## config.mk

```make
export PLATFORM = sky130hd
export DESIGN_NAME = rollback_controller
export DESIGN_NICKNAME = d
export VERILOG_FILES = /design/src/rtl/rollback_controller.sv
export SDC_FILE = /design/constraint.sdc
export NUM_CORES = 1
export LEC_CHECK = 0
export ABC_CLOCK_PERIOD_IN_PS = 10200
export CAP_MARGIN = 20
export CORE_ASPECT_RATIO = 0.9
export CORE_MARGIN = 10
export CORE_UTILIZATION = 45
export CTS_BUF_LIST = sky130_fd_sc_hd__clkbuf_4 sky130_fd_sc_hd__clkbuf_8
export CTS_CLUSTER_DIAMETER = 80
export CTS_CLUSTER_SIZE = 10
export DETAILED_ROUTE_END_ITERATION = 8
export PLACE_DENSITY = 0.73
export SYNTH_ARGS = -nofsm -noshare
export SYNTH_HDL_FRONTEND = slang
export SYNTH_SLANG_ARGS = --single-unit
```

## constraint.sdc

```tcl
create_clock -name clk -period 10.2 [get_ports clk]
set_input_delay 2.04 -clock clk [delete_from_list [all_inputs] [get_ports clk]]
set_output_delay 2.04 -clock clk [all_outputs]
set_load 0.02 [all_outputs]
```

## src/rtl/rollback_controller.sv

```systemverilog
// Rollback arbiter: collects trap/dcache/execute rollback requests, filters wrong-path ones,
// and issues one registered rollback per cycle while tracking per-thread trap mode.
module rollback_controller #(
  parameter int unsigned THREADS       = 4,
  parameter int unsigned SQUASH_CYCLES = 3,
  parameter int unsigned ADDR_WIDTH    = 32,
  localparam int unsigned TW           = $clog2(THREADS)
) (
  input  logic                  clk,
  input  logic                  reset,
  input  logic                  ix_rollback_en,
  input  logic [ADDR_WIDTH-1:0] ix_rollback_pc,
  input  logic [TW-1:0]         ix_thread_idx,
  input  logic                  ix_is_eret,
  input  logic                  dd_rollback_en,
  input  logic [ADDR_WIDTH-1:0] dd_rollback_pc,
  input  logic [TW-1:0]         dd_thread_idx,
  input  logic                  tr_trap_en,
  input  logic [ADDR_WIDTH-1:0] tr_trap_pc,
  input  logic [TW-1:0]         tr_thread_idx,
  output logic                  wb_rollback_en,
  output logic [TW-1:0]         wb_rollback_thread_idx,
  output logic [ADDR_WIDTH-1:0] wb_rollback_pc,
  output logic                  wb_rollback_is_eret,
  output logic [THREADS-1:0]    wb_in_trap,
  output logic                  rb_dropped
);

  localparam int unsigned CW = $clog2(SQUASH_CYCLES + 1);
  localparam logic [1:0] RANK_TR = 2'd0;
  localparam logic [1:0] RANK_DD = 2'd1;
  localparam logic [1:0] RANK_IX = 2'd2;

  // Deferred per-thread winners and wrong-path squash windows
  logic [THREADS-1:0]    pend_valid;
  logic [THREADS-1:0]    pend_eret;
  logic [1:0]            pend_rank [THREADS];
  logic [ADDR_WIDTH-1:0] pend_pc   [THREADS];
  logic [CW-1:0]         squash_cnt  [THREADS];
  logic [1:0]            squash_rank [THREADS];
  logic [TW-1:0]         rr;
  logic [1:0]            wb_rank;

  logic [THREADS-1:0]    win_valid;
  logic [THREADS-1:0]    win_eret;
  logic [1:0]            win_rank [THREADS];
  logic [ADDR_WIDTH-1:0] win_pc   [THREADS];
  logic                  drop_any;
  logic                  issue;
  logic [TW-1:0]         grant;

  function automatic logic eligible(input logic [CW-1:0] cnt, input logic [1:0] srank,
                                    input logic [1:0] rank);
    return (cnt == '0) || (rank < srank);
  endfunction

  // Per-thread winner: oldest eligible new request, which displaces pending only if strictly older
  always_comb begin : thread_select
    logic                  tr_hit, dd_hit, ix_hit;
    logic                  new_valid, take_new;
    logic [1:0]            new_rank;
    logic [ADDR_WIDTH-1:0] new_pc;
    logic                  new_eret;
    drop_any = 1'b0;
    win_valid = '0;
    win_eret  = '0;
    for (int t = 0; t < THREADS; t++) begin
      win_rank[t] = '0;
      win_pc[t]   = '0;
      tr_hit = tr_trap_en     && (tr_thread_idx == TW'(t));
      dd_hit = dd_rollback_en && (dd_thread_idx == TW'(t));
      ix_hit = ix_rollback_en && (ix_thread_idx == TW'(t));
      new_valid = 1'b0;
      new_rank  = '0;
      new_pc    = '0;
      new_eret  = 1'b0;
      if (tr_hit && eligible(squash_cnt[t], squash_rank[t], RANK_TR)) begin
        new_valid = 1'b1;
        new_rank  = RANK_TR;
        new_pc    = tr_trap_pc;
      end else if (dd_hit && eligible(squash_cnt[t], squash_rank[t], RANK_DD)) begin
        new_valid = 1'b1;
        new_rank  = RANK_DD;
        new_pc    = dd_rollback_pc;
      end else if (ix_hit && eligible(squash_cnt[t], squash_rank[t], RANK_IX)) begin
        new_valid = 1'b1;
        new_rank  = RANK_IX;
        new_pc    = ix_rollback_pc;
        new_eret  = ix_is_eret;
      end
      take_new = new_valid && (!pend_valid[t] || (new_rank < pend_rank[t]));
      if (take_new) begin
        win_valid[t] = 1'b1;
        win_rank[t]  = new_rank;
        win_pc[t]    = new_pc;
        win_eret[t]  = new_eret;
      end else if (pend_valid[t]) begin
        win_valid[t] = 1'b1;
        win_rank[t]  = pend_rank[t];
        win_pc[t]    = pend_pc[t];
        win_eret[t]  = pend_eret[t];
      end
      if ((tr_hit && !(take_new && new_rank == RANK_TR)) ||
          (dd_hit && !(take_new && new_rank == RANK_DD)) ||
          (ix_hit && !(take_new && new_rank == RANK_IX)))
        drop_any = 1'b1;
    end
  end

  // Round-robin pick among threads with a winner, starting at rr
  always_comb begin : arbitrate
    logic [TW-1:0] cand;
    issue = 1'b0;
    grant = '0;
    for (int i = 0; i < THREADS; i++) begin
      cand = rr + TW'(i);
      if (!issue && win_valid[cand]) begin
        issue = 1'b1;
        grant = cand;
      end
    end
  end

  always_ff @(posedge clk or posedge reset) begin
    if (reset) begin
      wb_rollback_en         <= 1'b0;
      wb_rollback_thread_idx <= '0;
      wb_rollback_pc         <= '0;
      wb_rollback_is_eret    <= 1'b0;
      wb_in_trap             <= '0;
      rb_dropped             <= 1'b0;
      wb_rank                <= '0;
      rr                     <= '0;
      pend_valid             <= '0;
      pend_eret              <= '0;
      for (int t = 0; t < THREADS; t++) begin
        pend_rank[t]   <= '0;
        pend_pc[t]     <= '0;
        squash_cnt[t]  <= '0;
        squash_rank[t] <= '0;
      end
    end else begin
      wb_rollback_en      <= issue;
      wb_rollback_is_eret <= issue && win_eret[grant];
      rb_dropped          <= drop_any;
      if (issue) begin
        wb_rollback_thread_idx <= grant;
        wb_rollback_pc         <= win_pc[grant];
        wb_rank                <= win_rank[grant];
        rr                     <= grant + TW'(1);
      end
      // Trap mode follows the rollback already presented on wb_*
      if (wb_rollback_en) begin
        if (wb_rank == RANK_TR)
          wb_in_trap[wb_rollback_thread_idx] <= 1'b1;
        else if (wb_rollback_is_eret)
          wb_in_trap[wb_rollback_thread_idx] <= 1'b0;
      end
      for (int t = 0; t < THREADS; t++) begin
        pend_valid[t] <= win_valid[t] && !(issue && grant == TW'(t));
        if (win_valid[t]) begin
          pend_rank[t] <= win_rank[t];
          pend_pc[t]   <= win_pc[t];
          pend_eret[t] <= win_eret[t];
        end
        if (issue && grant == TW'(t)) begin
          squash_cnt[t]  <= CW'(SQUASH_CYCLES);
          squash_rank[t] <= win_rank[t];
        end else if (squash_cnt[t] != '0) begin
          squash_cnt[t] <= squash_cnt[t] - CW'(1);
        end
      end
    end
  end

endmodule

```

==> reports/qor.yml, run 1 <==
timing:
  fin_crit_sh_pct: 61.63
  final.setup.worst_slack_ns: 3.914
  finClkSkew_ns: 0.01728
  slew_violations: 0
  fin_hold_ws_ns: 0.4797
  hold_viol_final: 0
  max_freq_ghz: 0.1591
  fin_setup_tns_ns: 0
  max-slew-margin-rel_pct: 29.28
  setup_viol: 0
  min_period_ns: 6.286
  rsz0062_at_grt: "false"
  worst_slew_pin_slew_ns: 1.058
clock_network:
  cts_tree: "done"
  cts-root-buf: "clkbuf_8"
  numCtsBuffers: 24
  clk_pin_slew_ns: 0.08
  cts.path.max_buffers: 3
  cts-resized-gates: 0
  clock_sinks: 205
  post_cts_buffers: 0
  clock_latency_ns: 0.55
  h-tree-depth: 1
  ctsHoldBuffers: 0
pwr:
  irDropWorstVdd_mv: 0.1861
  power_density_nw_per_um2: 263.7
  power.leakage_nw: 6.856
placed_design:
  post-place-ws_ns: 3.414
  io_buffer_count: 148
  gp_congestion: 0.8953
  hpwl_mm: 26.18
drt:
  vias: 11575
  routed_wl_mm: 41.47
  drt_iter0_markers: 1759
  dr.pass1.iters: 9
  final_antenna_net_count: 0
  drc: 5
  routedWlPerCell_um: 23.71
  via_per_inst: 6.618
setup_path:
  arrival_ns: 6.74
  critPathMaxFanout: 57
  cp_data_required_time_ns: 10.65
  crit_path_start_kind: "input pin"
  cp-end-kind: "register"
  criticalPathCategory: "input pin to register"
  rrSetupSlack_ns: 5.37
worst_hold_path:
  hold_path.class: "register to register"
status:
  violations: "design-rule violations"
  status: "finished, violations left"
die:
  boundaryPins: 149
  rows: 56
  coreArea_um2: 26070
  die_y_um: 174.5
  die_w_um: 191.7
  die_area_um2: 33450
  start_util_pct: 45.80
logic_synthesis:
  syn_area_per_cell_um2: 9.127
  netlist_area_um2: 11940
  yosysSeqAreaShare_pct: 42.97
  synth.distinct_cells: 62
  ys.flop_type: "dfrtp_1"
  synth_seq_cells: 205
  synth_fp_nets: 1428
  yosys_warnings: 0
  async_flop_share_pct: 100.0
  syn_inst: 1308
  synth_edf_count: 0
layout:
  layout.nets: 1518
  drive_above_1_share_pct: 8.369
  register_area_um2: 5130
  area_growth_syn_to_layout_pct: 18.52
  fillerInstances: 2325
  multi_input_area_um2: 6375
global_routing:
  grt_max_degree: 137
  grt_pass1_wl_mm: 65.46
  grt_antenna_before_repair: 3
  grt_overflow: 0
  track_usage_pct: 24.19
  grt_pass1_vias: 11495
job:
  drv_cap: 0
[logic make-up after synthesis]
kind of cell,Yosys count,synth area share [%]
compound gates,552,34.34
simple gates,352,12.43
flops,205,42.97
buf+inv,140,4.664
mux,43,4.046
fa+ha+maj,12,1.258
xor+xnor,4,0.2934
[cells in the mapped netlist, types with 4 or more instances]
cell type | number | area share, %
dfrtp_1 | 205 | 43
nand2_1 | 205 | 6.4
o21ai_0 | 112 | 4.7
a21o_1 | 98 | 6.2
clkbuf_1 | 96 | 3.0
nor2_1 | 85 | 2.7
a22o_1 | 68 | 5.0
a22oi_1 | 67 | 4.2
a222oi_1 | 62 | 5.2
mux2_2 | 37 | 3.5
a221oi_1 | 36 | 2.6
o21ai_1 | 31 | 1.3
a2bb2oi_1 | 29 | 2.1
inv_1 | 25 | 0.79
a21oi_1 | 17 | 0.71
ha_1 | 12 | 1.3
buf_2 | 10 | 0.42
nor3_1 | 10 | 0.42
nor3b_1 | 10 | 0.63
and2_1 | 8 | 0.42
nand3_1 | 7 | 0.29
nor2b_1 | 5 | 0.26
buf_1 | 4 | 0.13
mux2i_1 | 4 | 0.34
or3_1 | 4 | 0.21
xor2_1 | 4 | 0.29
[critical path, cell delays in order]
cell and delay [ns]:
clkdlybuf4s50_1 0.69, nand3_1 0.26, nor2_4 0.88, nor4_2 0.08, buf_4 0.24, a221oi_1 0.29
o21a_2 0.27, clkinv_2 0.63, buf_4 0.60, and3_1 0.26, a311o_1 0.32, a21o_1 0.17
[where the power goes]
part           total, mW  switching, mW  internal [mW]
clock              0.517          0.298          0.218
sequential          1.23          0.155           1.07
combinational       1.99           1.27          0.714
total               3.73           1.73           2.00
[sequential cells by signal, indices dropped and copies added (netlist names), named ones only]
register                cells
pend_pc                   128
wb_rollback_pc             32
pend_rank                   8
squash_cnt                  8
squash_rank                 8
pend_eret                   4
pend_valid                  4
rr                          2
wb_rank                     2
wb_rollback_thread_idx      2
rb_dropped                  1
wb_rollback_en              1
wb_rollback_is_eret         1
[worst paths after layout]
check | start | endpoint | cells after the start
setup reg to reg | squash_cnt[4]$_DFFE_PP0P_ | wb_rollback_pc[5]$_DFFE_PP0P_ | 14
setup / recovery | tr_thread_idx[0] | wb_rollback_is_eret$_DFF_PP0_ | 12
hold / removal | pend_pc[14]$_DFFE_PP0N_ | pend_pc[14]$_DFFE_PP0N_ | 1
min in group asynchronous | reset | pend_pc[99]$_DFFE_PP0N_ | 2
hold reg to reg | pend_pc[14]$_DFFE_PP0N_ | pend_pc[14]$_DFFE_PP0N_ | 1
max in group asynchronous | reset | squash_rank[2]$_DFFE_PP0P_ | 3
[per-layer routing]
layer	GRT usage (%)	vias to the layer above	wire length, um	share of wire, %
met5	0	-	0	0
met1	33.01	5654	17520	42
met4	6.734	0	938	2.3
met2	36.14	718	18100	44
li1	-	5122	-	-
met3	7.423	81	4918	12
[layout make-up]
| class | instances | area share (%) |
|---|---|---|
| tap | 348 | 3.077 |
| antenna | 3 | 0.05306 |
| sequential | 205 | 36.26 |
| multi-input combinational | 963 | 45.06 |
| inverter | 27 | 0.7782 |
| timing repair buffer | 177 | 12.29 |
| clock inverter | 1 | 0.05306 |
| clock buffer | 25 | 2.432 |
[layout by cell type (no fill, tap or decap), types with 36 or more instances in the layout]
cell               n
clkdlybuf4s50_1  148
o21ai_0          112
a22oi_1           67
mux2_2            37
nand2_1          205
a222oi_1          62
a22o_1            68
dfrtp_1          205
a221oi_1          36
a21o_1            98
nor2_1            80
[per-stage QoR]
stage / total power [mW] / cells / utilization (%) / instance area [um2]
6_report: 3.731 / 1749 / 54.28 / 14150
5_1_grt: 3.974 / 1749 / 54.28 / 14150
4_1_cts: 3.695 / 1745 / 54.15 / 14110
3_5_place_dp: 3.181 / 1719 / 52.80 / 13760
3_3_place_gp: 3.113 / 1718 / 52.69 / 13730
2_1_floorplan: 2.522 / 1308 / - / 11940
Power figures use the tool's default switching activity.
==> run 2, diff against run 1 <==
--- a/config.mk
+++ b/config.mk
@@ -5,7 +5,7 @@
 export SDC_FILE = /design/constraint.sdc
 export NUM_CORES = 1
 export LEC_CHECK = 0
-export ABC_CLOCK_PERIOD_IN_PS = 10200
+export ABC_CLOCK_PERIOD_IN_PS = 6500
 export CAP_MARGIN = 20
 export CORE_ASPECT_RATIO = 0.9
 export CORE_MARGIN = 10
==> constraint.sdc (replaced) <==
create_clock -name clk -period 6.5 [get_ports clk]
set_input_delay 1.3 -clock clk [delete_from_list [all_inputs] [get_ports clk]]
set_output_delay 1.3 -clock clk [all_outputs]
set_load 0.02 [all_outputs]
==> run 2 against run 1 <==
- the flow still finishes with violations (design-rule violations)
- sequential power up 57%
- combinational power is 59% higher
- sequential share of layout area decreased by 0.086 points
- clock skew up 0.029 ns
- wire length up 1.6%
- largest power group unchanged
==> reports/qor.yml, run 2 (same netlist as run 1, synthesis figures left out) <==
status:
  status: "finished, violations left"
  violations: "design-rule violations"
placed_design:
  post-place-cells: 1726
  io_buffer_count: 148
  hpwl_mm: 26.56
  gp_congestion: 0.8776
die:
  rows: 56
  die_y_um: 174.5
  die_area_um2: 33450
  coreArea_um2: 26070
  die_w_um: 191.7
  boundaryPins: 149
  start_util_pct: 45.80
pwr:
  irDropWorstVdd_mv: 0.2576
  power_mw: 5.904
  power.leakage_nw: 6.884
  power_density_nw_per_um2: 416.3
drt:
  vias: 11533
  final_antenna_net_count: 0
  drc: 38
  routedWlPerCell_um: 24.03
  routed_wl_mm: 42.12
  drt_iter0_markers: 1969
  dr.pass1.iters: 9
  via_per_inst: 6.579
timing:
  min_period_ns: 4.932
  fin_crit_sh_pct: 75.88
  finClkSkew_ns: 0.04657
  slew_violations: 0
  hold_viol_final: 0
  rsz0062_at_grt: "false"
  worst_slew_pin_slew_ns: 1.065
  max_freq_ghz: 0.2028
  setup_viol: 0
  fin_setup_tns_ns: 0
  max-slew-margin-rel_pct: 29.03
setup_path:
  reg2reg_to: "wb_rollback_pc[17]$_DFFE_PP0P_"
  cp_data_required_time_ns: 6.98
  r2r.worst_path.cells: 13
  criticalPathCategory: "input pin to register"
  crit-reg2reg-launch: "squash_cnt[4]$_DFFE_PP0P_"
  rrSetupSlack_ns: 2.17
  cp-end-kind: "register"
  critPathMaxFanout: 35
  crit_path_start_kind: "input pin"
  arrival_ns: 5.41
global_routing:
  grt_antenna_before_repair: 0
  grt_pass1_vias: 11524
  grt_overflow: 0
  track_usage_pct: 24.37
  grt_pass1_wl_mm: 65.74
  grt_max_degree: 175
layout:
  largest_reg_flops: 128
  mostFrequentLayoutCells: "205 x nand2_1, 205 x dfrtp_1, 148 x clkdlybuf4s50_1, 112 x o21ai_0, 98 x a21o_1"
  drive_above_1_share_pct: 8.826
  n_antenna_cell: 0
  area_growth_syn_to_layout_pct: 18.80
  top_regs: "pend_pc: 128 flops, wb_rollback_pc: 32 flops"
  layout.nets: 1525
  top_register: "pend_pc"
  stdcell_count: 1753
  fin_util_pct: 54.41
clock_network:
  clock_latency_ns: 0.57
  cts-root-buf: "clkbuf_8"
  ctsHoldBuffers: 0
  clock_sinks: 205
  cts.path.max_buffers: 3
  cts_tree: "done"
  cts-resized-gates: 0
  h-tree-depth: 1
  post_cts_buffers: 0
  clk_pin_slew_ns: 0.07
  numCtsBuffers: 24
worst_hold_path:
  hold_path.class: "register to register"
  hold_depth: 1
  min_to: "pend_pc[100]$_DFFE_PP0N_"
  hold_start: "pend_pc[100]$_DFFE_PP0N_"
job:
  drv_cap: 0
[run 2: cell types whose count changed in the layout (fill, tap and decap cells not counted), moves of 2 or more]
cell,change
diode_2,-3
buf_12,+2
buf_4,+6
buf_16,-2
[run 2: worst max-delay path by stage]
stage	from	to	slack (ns)
floorplan	dd_rollback_en	squash_rank[4]$_DFFE_PP0P_	2.44
global placement	dd_rollback_en	wb_rollback_pc[3]$_DFFE_PP0P_	1.17
detailed placement	dd_rollback_en	wb_rollback_pc[30]$_DFFE_PP0P_	1.16
CTS	dd_rollback_en	wb_rollback_pc[30]$_DFFE_PP0P_	1.71
global route	dd_rollback_en	wb_rollback_pc[30]$_DFFE_PP0P_	1.45
finish	dd_rollback_en	wb_rollback_pc[30]$_DFFE_PP0P_	1.57
[run 2: final cells by class]
cell class / count / area (um2)
timing repair buffer: 184 / 1784
clock buffer: 25 / 344.1
clock inverter: 1 / 7.507
multi-input combinational: 963 / 6375
sequential: 205 / 5130
tap: 348 / 435.4
fill: 2371 / 11880
inverter: 27 / 106.4
[run 2: per-stage QoR]
stage	hold WS [ns]	setup WS, ns	instance area (um2)
floorplan	0.4394	2.444	11940
global placement	0.4534	1.169	13820
detailed placement	0.4619	1.159	13820
global route	0.4961	1.449	14180
CTS	0.4771	1.711	14170
finish	0.4792	1.568	14180
[run 2: power by group]
group	switching [mW]	internal (mW)
Sequential	0.245	1.68
Combinational	2.04	1.13
Clock	0.467	0.342
[run 2: layer usage]
layer | vias to the layer above | GRT usage [%] | wire [um]
met3 | 72 | 5.822 | 5002
met4 | 0 | 6.701 | 1039
met2 | 718 | 37.16 | 18680
li1 | 5132 | - | -
met1 | 5611 | 33.61 | 17400
met5 | - | 0.6144 | 0
[run 2: worst max-delay path, stage by stage]
cell	delay, ns
clkdlybuf4s50_1	0.57
nor3b_1	0.44
and2_1	0.22
buf_4	0.48
nor3b_1	0.14
ha_1	0.34
o2111a_1	0.20
nor2_1	0.09
a21boi_4	0.57
buf_4	0.44
a22o_1	0.23
mux2i_1	0.08
o21ai_0	0.19
a21o_1	0.10
